## src/rtl/rom_stream_reader_if.sv

```systemverilog
// rtl/rom_stream_reader_if.sv - ROM access and output stream signals of the reader
// master: the reader; slave: the ROM plus the downstream consumer.
interface rom_stream_reader_if #(
  parameter int ADDR_WIDTH = 3,
  parameter int DATA_WIDTH = 8
);
  logic [ADDR_WIDTH-1:0] rom_addr;
  logic [DATA_WIDTH-1:0] rom_data;
  logic [DATA_WIDTH-1:0] out_data;
  logic                  out_valid;
  logic                  out_ready;
  logic                  out_last;

  modport master (
    output rom_addr,
    input  rom_data,
    output out_data,
    output out_valid,
    input  out_ready,
    output out_last
  );

  modport slave (
    input  rom_addr,
    output rom_data,
    input  out_data,
    input  out_valid,
    output out_ready,
    input  out_last
  );
endinterface

```

## src/rtl/rom_stream_reader.sv

```systemverilog
// rtl/rom_stream_reader.sv - walks a ROM address range and streams the words out
// Reads are issued only when the 2-entry FIFO is sure to have room for the returning word.
module rom_stream_reader #(
  parameter int ADDR_WIDTH = 3,
  parameter int DATA_WIDTH = 8
) (
  input  logic                  clk,
  input  logic                  reset,
  input  logic                  start,
  input  logic [ADDR_WIDTH-1:0] base_addr,
  input  logic [ADDR_WIDTH:0]   length,
  output logic                  busy,
  output logic                  done,
  rom_stream_reader_if.master   bus
);

  typedef enum logic [1:0] {
    IDLE,
    RUN,
    DRAIN,
    DONE
  } state_t;

  localparam logic [ADDR_WIDTH-1:0] ADDR_ONE = 1;
  localparam logic [ADDR_WIDTH:0]   LEN_ONE  = 1;

  state_t                state_q, state_d;
  logic [ADDR_WIDTH-1:0] addr_q, addr_d;
  logic [ADDR_WIDTH:0]   remain_q, remain_d;
  logic [ADDR_WIDTH-1:0] rom_addr_q, rom_addr_d;
  logic                  inflight_q, inflight_d;
  logic                  inflight_last_q, inflight_last_d;
  logic                  busy_q, busy_d;
  logic                  done_q, done_d;

  logic [DATA_WIDTH-1:0] fifo_data_q [2];
  logic [DATA_WIDTH-1:0] fifo_data_d [2];
  logic [1:0]            fifo_last_q, fifo_last_d;
  logic                  wr_ptr_q, wr_ptr_d;
  logic                  rd_ptr_q, rd_ptr_d;
  logic [1:0]            count_q, count_d;

  logic                  pop;
  logic [2:0]            occ;

  assign bus.out_valid = (count_q != 2'd0);
  assign bus.out_data  = bus.out_valid ? fifo_data_q[rd_ptr_q] : '0;
  assign bus.out_last  = bus.out_valid & fifo_last_q[rd_ptr_q];
  assign bus.rom_addr  = rom_addr_d;
  assign busy          = busy_q;
  assign done          = done_q;

  assign pop = bus.out_valid && bus.out_ready;
  // Slots that will be taken after this edge if nothing new is issued.
  assign occ = {1'b0, count_q} + {2'b00, inflight_q} - {2'b00, pop};

  always_comb begin
    state_d         = state_q;
    addr_d          = addr_q;
    remain_d        = remain_q;
    rom_addr_d      = rom_addr_q;
    inflight_d      = 1'b0;
    inflight_last_d = 1'b0;
    busy_d          = busy_q & ~done_q;
    done_d          = (state_q == DONE);

    unique case (state_q)
      IDLE: begin
        if (start) begin
          addr_d   = base_addr;
          remain_d = length;
          busy_d   = 1'b1;
          state_d  = (length == '0) ? DONE : RUN;
        end
      end
      RUN: begin
        if (occ < 3'd2) begin
          rom_addr_d      = addr_q;
          addr_d          = addr_q + ADDR_ONE;
          remain_d        = remain_q - LEN_ONE;
          inflight_d      = 1'b1;
          inflight_last_d = (remain_q == LEN_ONE);
          if (remain_q == LEN_ONE) begin
            state_d = DRAIN;
          end
        end
      end
      DRAIN: begin
        if (pop && bus.out_last) begin
          state_d = DONE;
        end
      end
      DONE: begin
        state_d = IDLE;
      end
      default: begin
        state_d = IDLE;
      end
    endcase
  end

  // Word read last cycle lands in the FIFO now; its last flag travels with it.
  always_comb begin
    fifo_data_d = fifo_data_q;
    fifo_last_d = fifo_last_q;
    wr_ptr_d    = wr_ptr_q;
    rd_ptr_d    = rd_ptr_q;
    if (inflight_q) begin
      fifo_data_d[wr_ptr_q] = bus.rom_data;
      fifo_last_d[wr_ptr_q] = inflight_last_q;
      wr_ptr_d              = ~wr_ptr_q;
    end
    if (pop) begin
      rd_ptr_d = ~rd_ptr_q;
    end
    count_d = count_q + {1'b0, inflight_q} - {1'b0, pop};
  end

  always_ff @(posedge clk) begin
    if (reset) begin
      state_q         <= IDLE;
      addr_q          <= '0;
      remain_q        <= '0;
      rom_addr_q      <= '0;
      inflight_q      <= 1'b0;
      inflight_last_q <= 1'b0;
      busy_q          <= 1'b0;
      done_q          <= 1'b0;
      fifo_data_q     <= '{default: '0};
      fifo_last_q     <= '0;
      wr_ptr_q        <= 1'b0;
      rd_ptr_q        <= 1'b0;
      count_q         <= '0;
    end else begin
      state_q         <= state_d;
      addr_q          <= addr_d;
      remain_q        <= remain_d;
      rom_addr_q      <= rom_addr_d;
      inflight_q      <= inflight_d;
      inflight_last_q <= inflight_last_d;
      busy_q          <= busy_d;
      done_q          <= done_d;
      fifo_data_q     <= fifo_data_d;
      fifo_last_q     <= fifo_last_d;
      wr_ptr_q        <= wr_ptr_d;
      rd_ptr_q        <= rd_ptr_d;
      count_q         <= count_d;
    end
  end

  a_no_overflow: assert property (@(posedge clk) disable iff (reset)
    !(inflight_q && (count_q == 2'd2) && !pop));

endmodule

```

## src/flat_wrapper.sv

```systemverilog
// flat-port wrapper written by rule: the top's interface ports become plain ports
module rom_stream_reader_flat 
#(
  parameter int ADDR_WIDTH = 3,
  parameter int DATA_WIDTH = 8
)
  (clk, reset, start, base_addr, length, busy, done, bus_rom_addr, bus_rom_data, bus_out_data, bus_out_valid, bus_out_ready, bus_out_last);
  rom_stream_reader_if #(.ADDR_WIDTH(ADDR_WIDTH), .DATA_WIDTH(DATA_WIDTH)) bus_i ();
  input  logic clk;
  input  logic reset;
  input  logic start;
  input  logic [ADDR_WIDTH-1:0] base_addr;
  input  logic [ADDR_WIDTH:0] length;
  output logic busy;
  output logic done;
  output wire logic [$bits(bus_i.rom_addr)-1:0] bus_rom_addr;
  input wire logic [$bits(bus_i.rom_data)-1:0] bus_rom_data;
  output wire logic [$bits(bus_i.out_data)-1:0] bus_out_data;
  output wire logic [$bits(bus_i.out_valid)-1:0] bus_out_valid;
  input wire logic [$bits(bus_i.out_ready)-1:0] bus_out_ready;
  output wire logic [$bits(bus_i.out_last)-1:0] bus_out_last;
  assign bus_rom_addr = bus_i.rom_addr;
  assign bus_i.rom_data = bus_rom_data;
  assign bus_out_data = bus_i.out_data;
  assign bus_out_valid = bus_i.out_valid;
  assign bus_i.out_ready = bus_out_ready;
  assign bus_out_last = bus_i.out_last;
  rom_stream_reader #(.ADDR_WIDTH(ADDR_WIDTH), .DATA_WIDTH(DATA_WIDTH)) u_core (.clk(clk), .reset(reset), .start(start), .base_addr(base_addr), .length(length), .busy(busy), .done(done), .bus(bus_i));
endmodule
```

## config.mk

```make
export PLATFORM = sky130hd
export DESIGN_NAME = rom_stream_reader_flat
export DESIGN_NICKNAME = d
export VERILOG_FILES = /design/src/rtl/rom_stream_reader_if.sv /design/src/rtl/rom_stream_reader.sv /design/src/flat_wrapper.sv
export SDC_FILE = /design/constraint.sdc
export NUM_CORES = 1
export LEC_CHECK = 0
export CORE_ASPECT_RATIO = 0.5
export CORE_MARGIN = 1
export CORE_UTILIZATION = 35
export CTS_CLUSTER_DIAMETER = 200
export CTS_CLUSTER_SIZE = 10
export DETAILED_ROUTE_END_ITERATION = 10
export MAX_ROUTING_LAYER = met4
export PLACE_DENSITY_LB_ADDON = 0.25
export SLEW_MARGIN = 10
export SYNTH_ARGS = -nofsm -noshare
export SYNTH_HDL_FRONTEND = slang
export SYNTH_SLANG_ARGS = --single-unit
```

## constraint.sdc

```tcl
create_clock -name clk -period 5.31 [get_ports clk]
set_clock_uncertainty 0.1 [all_clocks]
set_input_delay 0.7965 -clock clk [delete_from_list [all_inputs] [get_ports clk]]
set_output_delay 0.7965 -clock clk [all_outputs]
set_load 0.01 [all_outputs]
```

## Word-level counts from Yosys, hierarchy flattened

Index checks and enable logic that the tools add are counted.

- Output and inout bits: 15
- Logic and storage cells: 85
- Register bits: 38
- Input bits: 19

- Equal/unequal tests: 8
- Reductions and logical operators: 12
- Add/subtract/negate cells: 6
- Bitwise operators: 9
- Mux-type cells: 29
- $lt $le $gt $ge: 7

Operator list:

| kind | number |
|---|---|
| 8-bit two-way mux | 5 |
| 16-bit bitwise mux | 1 |
| 3-bit two-way mux | 4 |
| 2-bit two-way mux | 5 |
| 8-bit demux with 1-bit select | 1 |
| 4-bit two-way mux | 2 |
| 2-bit one-hot mux with 4 select lines | 1 |
| 4-bit one-hot mux with 2 select lines | 1 |
| 1-bit two-way mux | 6 |
| 2-bit by 1-bit inequality test with 1-bit output (second input constant) | 3 |
| 3-bit one-hot mux with 2 select lines | 1 |
| 1-bit NOT | 5 |
| 2-bit == test (second input constant) | 2 |
| 4-bit by 1-bit == test with 1-bit output (second input constant) | 1 |
| 2-bit greater-or-equal comparator (second input constant) | 2 |
| 1-bit logical AND | 4 |
| 4-bit logical NOT | 1 |
| 1-bit by 2-bit < comparator with 1-bit output (second input constant) | 2 |
| 1-bit NOT with 2-bit output | 2 |
| 4-bit AND reduction | 1 |
| 2-bit nonzero test | 2 |
| 4-bit by 1-bit subtractor with 4-bit output (second input constant) | 1 |
| 2-bit by 1-bit adder with 3-bit output | 1 |
| 3-bit by 1-bit adder with 3-bit output (second input constant) | 1 |
| 15 further kinds | 16 |

## Depth between registers and ports, before layout

- Word-level depth: 6
- Depth in mapped cells: 10
- Gate-level depth less buffers: 10

## Worst setup path after synthesis

OpenSTA, ideal clock, no wires.

- Path type: in2out
- Start: in bus_out_ready
- End: out bus_rom_addr[0]
- Required time: 4.413 ns
- Buffers on the path: 0
- Arrival time: 2.565 ns
- Stages on the path: 9
- Path slack: 1.848 ns
- Cells stage by stage: o21ai_0 inv_1 ha_1 inv_1 ha_1 fa_1 xor2_1 nand2_1 mux2_2

- Word-level cells in the longest chain between the ends: 5

Ends and longest elaborated chain:

| item | RTL line | source |
|---|---|---|
| start: declaration | flat_wrapper.sv:20 | `input wire logic [$bits(bus_i.out_ready)-1:0] bus_out_ready;` |
| 1-bit logical AND | rom_stream_reader.sv:53 | `assign pop = bus.out_valid && bus.out_ready;` |
| via u_core.pop | rom_stream_reader.sv:43 | `logic pop;` |
| 3-bit by 1-bit subtractor with 3-bit output | rom_stream_reader.sv:55 | `assign occ = {1'b0, count_q} + {2'b00, inflight_q} - {2'b00, pop};` |
| 3-bit by 2-bit < comparator with 1-bit output | rom_stream_reader.sv:77 | `if (occ < 3'd2) begin` |
| 3-bit two-way mux | rom_stream_reader.sv:77 |  |
| 3-bit two-way mux | rom_stream_reader.sv:67 | `unique case (state_q)` |
| end: declaration | flat_wrapper.sv:16 | `output wire logic [$bits(bus_i.rom_addr)-1:0] bus_rom_addr;` |

The timed path passes the listed nets, and every way through them passes these cells.

## Final worst setup path

- Start: in bus_out_ready
- End: out bus_rom_addr[1]

The elaborated chain is that of the path after synthesis.

==> flow_summary.ini <==
[timing]
slew_violations = 0
fin_crit_ns = 4.49
tns_ns = 0
rsz0062_at_grt = no
tightest_slew_ns = 0.752
timing.final.crit_share_pct = 84.5
worst_slack_ns = 0.822
finalSetupViolCount = 0
timing.slew.headroom_pct = 49.7
finalHoldViolCount = 0
fmax_mhz = 223

[detailed_routing]
firstDrtPassIters = 4
drtIter0Drc = 51
wl_per_cell_um = 12.4
dr_total_vias = 1561
viasPerCell = 4.89
drc_errors = 0
ant_nets = 0
drt_wl_total_mm = 3.94

[grt]
grt_max_degree = 35
antenna_found_initial = 0
grt_usage_pct = 15.7
overflow = 0
grt_pass1_vias = 1403
grt_pass1_wl_mm = 6.56

[clock_tree]
clock_path_buffers = 2
clock_latency_ns = 0.30
post_cts_buffers = 0
root_buffer = clkbuf_8
numCtsBuffers = 5
postCtsResizedCells = 0
cts_hold_buf = 0
tritoncts = yes
cts_max_level = 2
clk_pin_slew_ns = 0.09
cts_sinks = 38

[place]
dp_slack_ns = 0.835
numPortBuffers = 33
gp_congestion = 0.775
hpwl_mm = 2.71
place_area_sq_mm = 0.00220

[final_layout]
finish.utilization_pct = 46.7
drive_gt1_share_pct = 5.62
final_area_sq_mm = 0.00232
fin_nets = 277
num-fill-cells = 489
num_antenna_cells = 0
syn_to_final_growth_pct = 27.3

[floorplan]
start_util_pct = 36.7
die_x_um = 104
rows = 18
core_sq_mm = 0.00495
fp.dieArea_sq_mm = 0.00551
ios = 34
die_h_um = 53.0

[logic_synthesis]
synthAdderAreaFrac_pct = 7.29
synth-xor-area-share_pct = 1.44
ys_types = 35
synthSimpleGateAreaFrac_pct = 20.6
syn_inst = 217
ys.warnings.count = 0
synth.area.mux_share_pct = 7.91
synth_compound_area_share_pct = 15.9
synth_top_area_share_pct = 41.8
synthesis.nets = 246
yosysSeqAreaShare_pct = 41.8
synthTopCellsByArea = dfxtp_1 42%, nand2_1 7.0%, a21oi_1 6.6%, ha_1 6.2%, mux2i_1 6.1%
synth_area_sq_mm = 0.00182
synth_seq_cells = 38
synth_top_family_by_area = simple AND/OR/NAND/NOR gates
synth_area_per_cell_sq_um = 8.38
synth_top_area_cell = dfxtp_1

[power_and_ir_drop]
p_int_mw = 0.685
ir_drop_mv = 0.152
powerDensity_mw_per_mm2 = 481
pwr-share-clk_pct = 22.2
switching_power_mw = 0.428
switching_share_pct = 38.5
p_seq_share_pct = 37.1
leakage_nw = 0.834
pwr-share-comb_pct = 40.7

[worst_setup_path]
worstSetupPathType = in2out
critPathLaunchType = input pin
critPathCaptureType = primary output
critPathArrivalTime_ns = 3.59
path_max_fanout = 5
crit_required_ns = 4.41

[hold_path]
holdCritPathClass = reg2reg

[flow_run]
cap_violations = 0

[status]
status = finished, final reports clean
-- worst paths after layout --
path | slack, ns | cells after the start | endpoint | startpoint
worst max-delay path | 0.82 | 11 | bus_rom_addr[1] | bus_out_ready
worst max register to register | 2.30 | 10 | u_core.remain_q[0] | u_core.count_q[1]
worst min register to register | 0.36 | 2 | u_core.fifo_data_q[10] | u_core.fifo_data_q[10]
worst min-delay path | 0.36 | 2 | u_core.fifo_data_q[10] | u_core.fifo_data_q[10]
-- Yosys cell counts --
cell type	n
or3b_1	1
o31ai_1	5
clkinv_1	1
nor2b_1	6
buf_2	1
a22oi_1	1
a2bb2oi_1	1
ha_1	9
o21ai_0	6
inv_1	12
nor3b_1	1
dfxtp_1	38
mux2_2	3
o221a_2	1
clkbuf_1	8
a211oi_1	2
nand3_1	10
mux2i_1	11
xnor2_1	1
a41o_1	1
xor2_1	2
buf_4	1
nand2_1	34
nand2b_1	3
nor4_1	1
or2_1	1
and2_1	3
fa_1	1
nor2_1	19
a21oi_1	24
a22oi_2	1
nor3_1	2
o311ai_0	3
or3_1	2
o311a_1	1
-- metal layers --
layer	wire, um	GRT usage (%)
met1	1960	18.8
met2	1790	25.8
met3	152	4.80
met4	40	5.24
met5	0	-
-- flip-flops by register name, summed over array words and instances (netlist names), 2 cells and up --
| register | count |
|---|---|
| u_core.rom_addr_q | 3 |
| u_core.fifo_data_q | 16 |
| u_core.state_q | 2 |
| u_core.remain_q | 4 |
| u_core.fifo_last_q | 2 |
| u_core.count_q | 2 |
| u_core.addr_q | 3 |
-- power by group through the flow --
| stage | combinational [mW] | sequential, mW | clock (mW) |
|---|---|---|---|
| 3_5_place_dp | 0.450 | 0.420 | 0 |
| 3_3_place_gp | 0.445 | 0.417 | 0 |
| 6_report | 0.453 | 0.413 | 0.248 |
| 2_1_floorplan | 0.357 | 0.383 | 0 |
| 5_1_grt | 0.509 | 0.426 | 0.264 |
| 4_1_cts | 0.454 | 0.413 | 0.252 |
-- logic make-up (layout without fill, tap and decap cells) --
| group | after synthesis | after routing |
|---|---|---|
| xor gates and xnor gates | 3 | 3 |
| muxes | 14 | 14 |
| DFF | 38 | 38 |
| AOI/OAI and AO/OA | 46 | 46 |
| buffers and inverters | 23 | 55 |
| adders and majority gates | 10 | 10 |
| and+or+nand+nor | 83 | 83 |
-- layout make-up --
cell class | count | area, sq um | area share (%)
Timing Repair Buffer | 34 | 338 | 14.6
Tap cell | 70 | 87.6 | 3.78
Clock buffer | 5 | 68.8 | 2.97
Clock inverter | 3 | 45.0 | 1.94
Multi-Input combinational cell | 156 | 967 | 41.8
Inverter | 13 | 48.8 | 2.11
Sequential cell | 38 | 761 | 32.8
-- per-stage QoR --
stage	hold WS, ns	cells	total power [mW]
after floorplan	0.332	217	0.740
after global placement	0.341	311	0.862
after detailed placement	0.346	311	0.870
after CTS	0.357	319	1.12
after global routing	0.373	319	1.20
final	0.356	319	1.11
-- cells in the final DEF (no fill, tap or decap), types with 2 or more instances in the layout --
master	netlist	final
o21ai_0	6	6
nor2b_1	6	6
o311ai_0	3	3
mux2i_1	11	11
nand2_1	34	34
nand2b_1	3	3
xor2_1	2	2
ha_1	9	9
and2_1	3	3
mux2_2	3	3
or3_1	2	2
a211oi_1	2	2
a21oi_1	24	24
clkinvlp_4	0	2
clkbuf_8	0	5
inv_1	12	12
nand3_1	10	10
clkdlybuf4s50_1	0	33
nor2_1	19	19
o31ai_1	5	5
dfxtp_1	38	38
nor3_1	2	2
-- critical path, cell delays in order --
cell	delay, ns
clkdlybuf4s50_1	0.40
o21ai_0	0.16
inv_1	0.08
ha_1	0.28
inv_1	0.04
ha_1	0.18
fa_1	0.49
nor2b_1	0.20
nand2_1	0.16
mux2_2	0.28
clkdlybuf4s50_1	0.53
(Power assumes the default switching activity.)
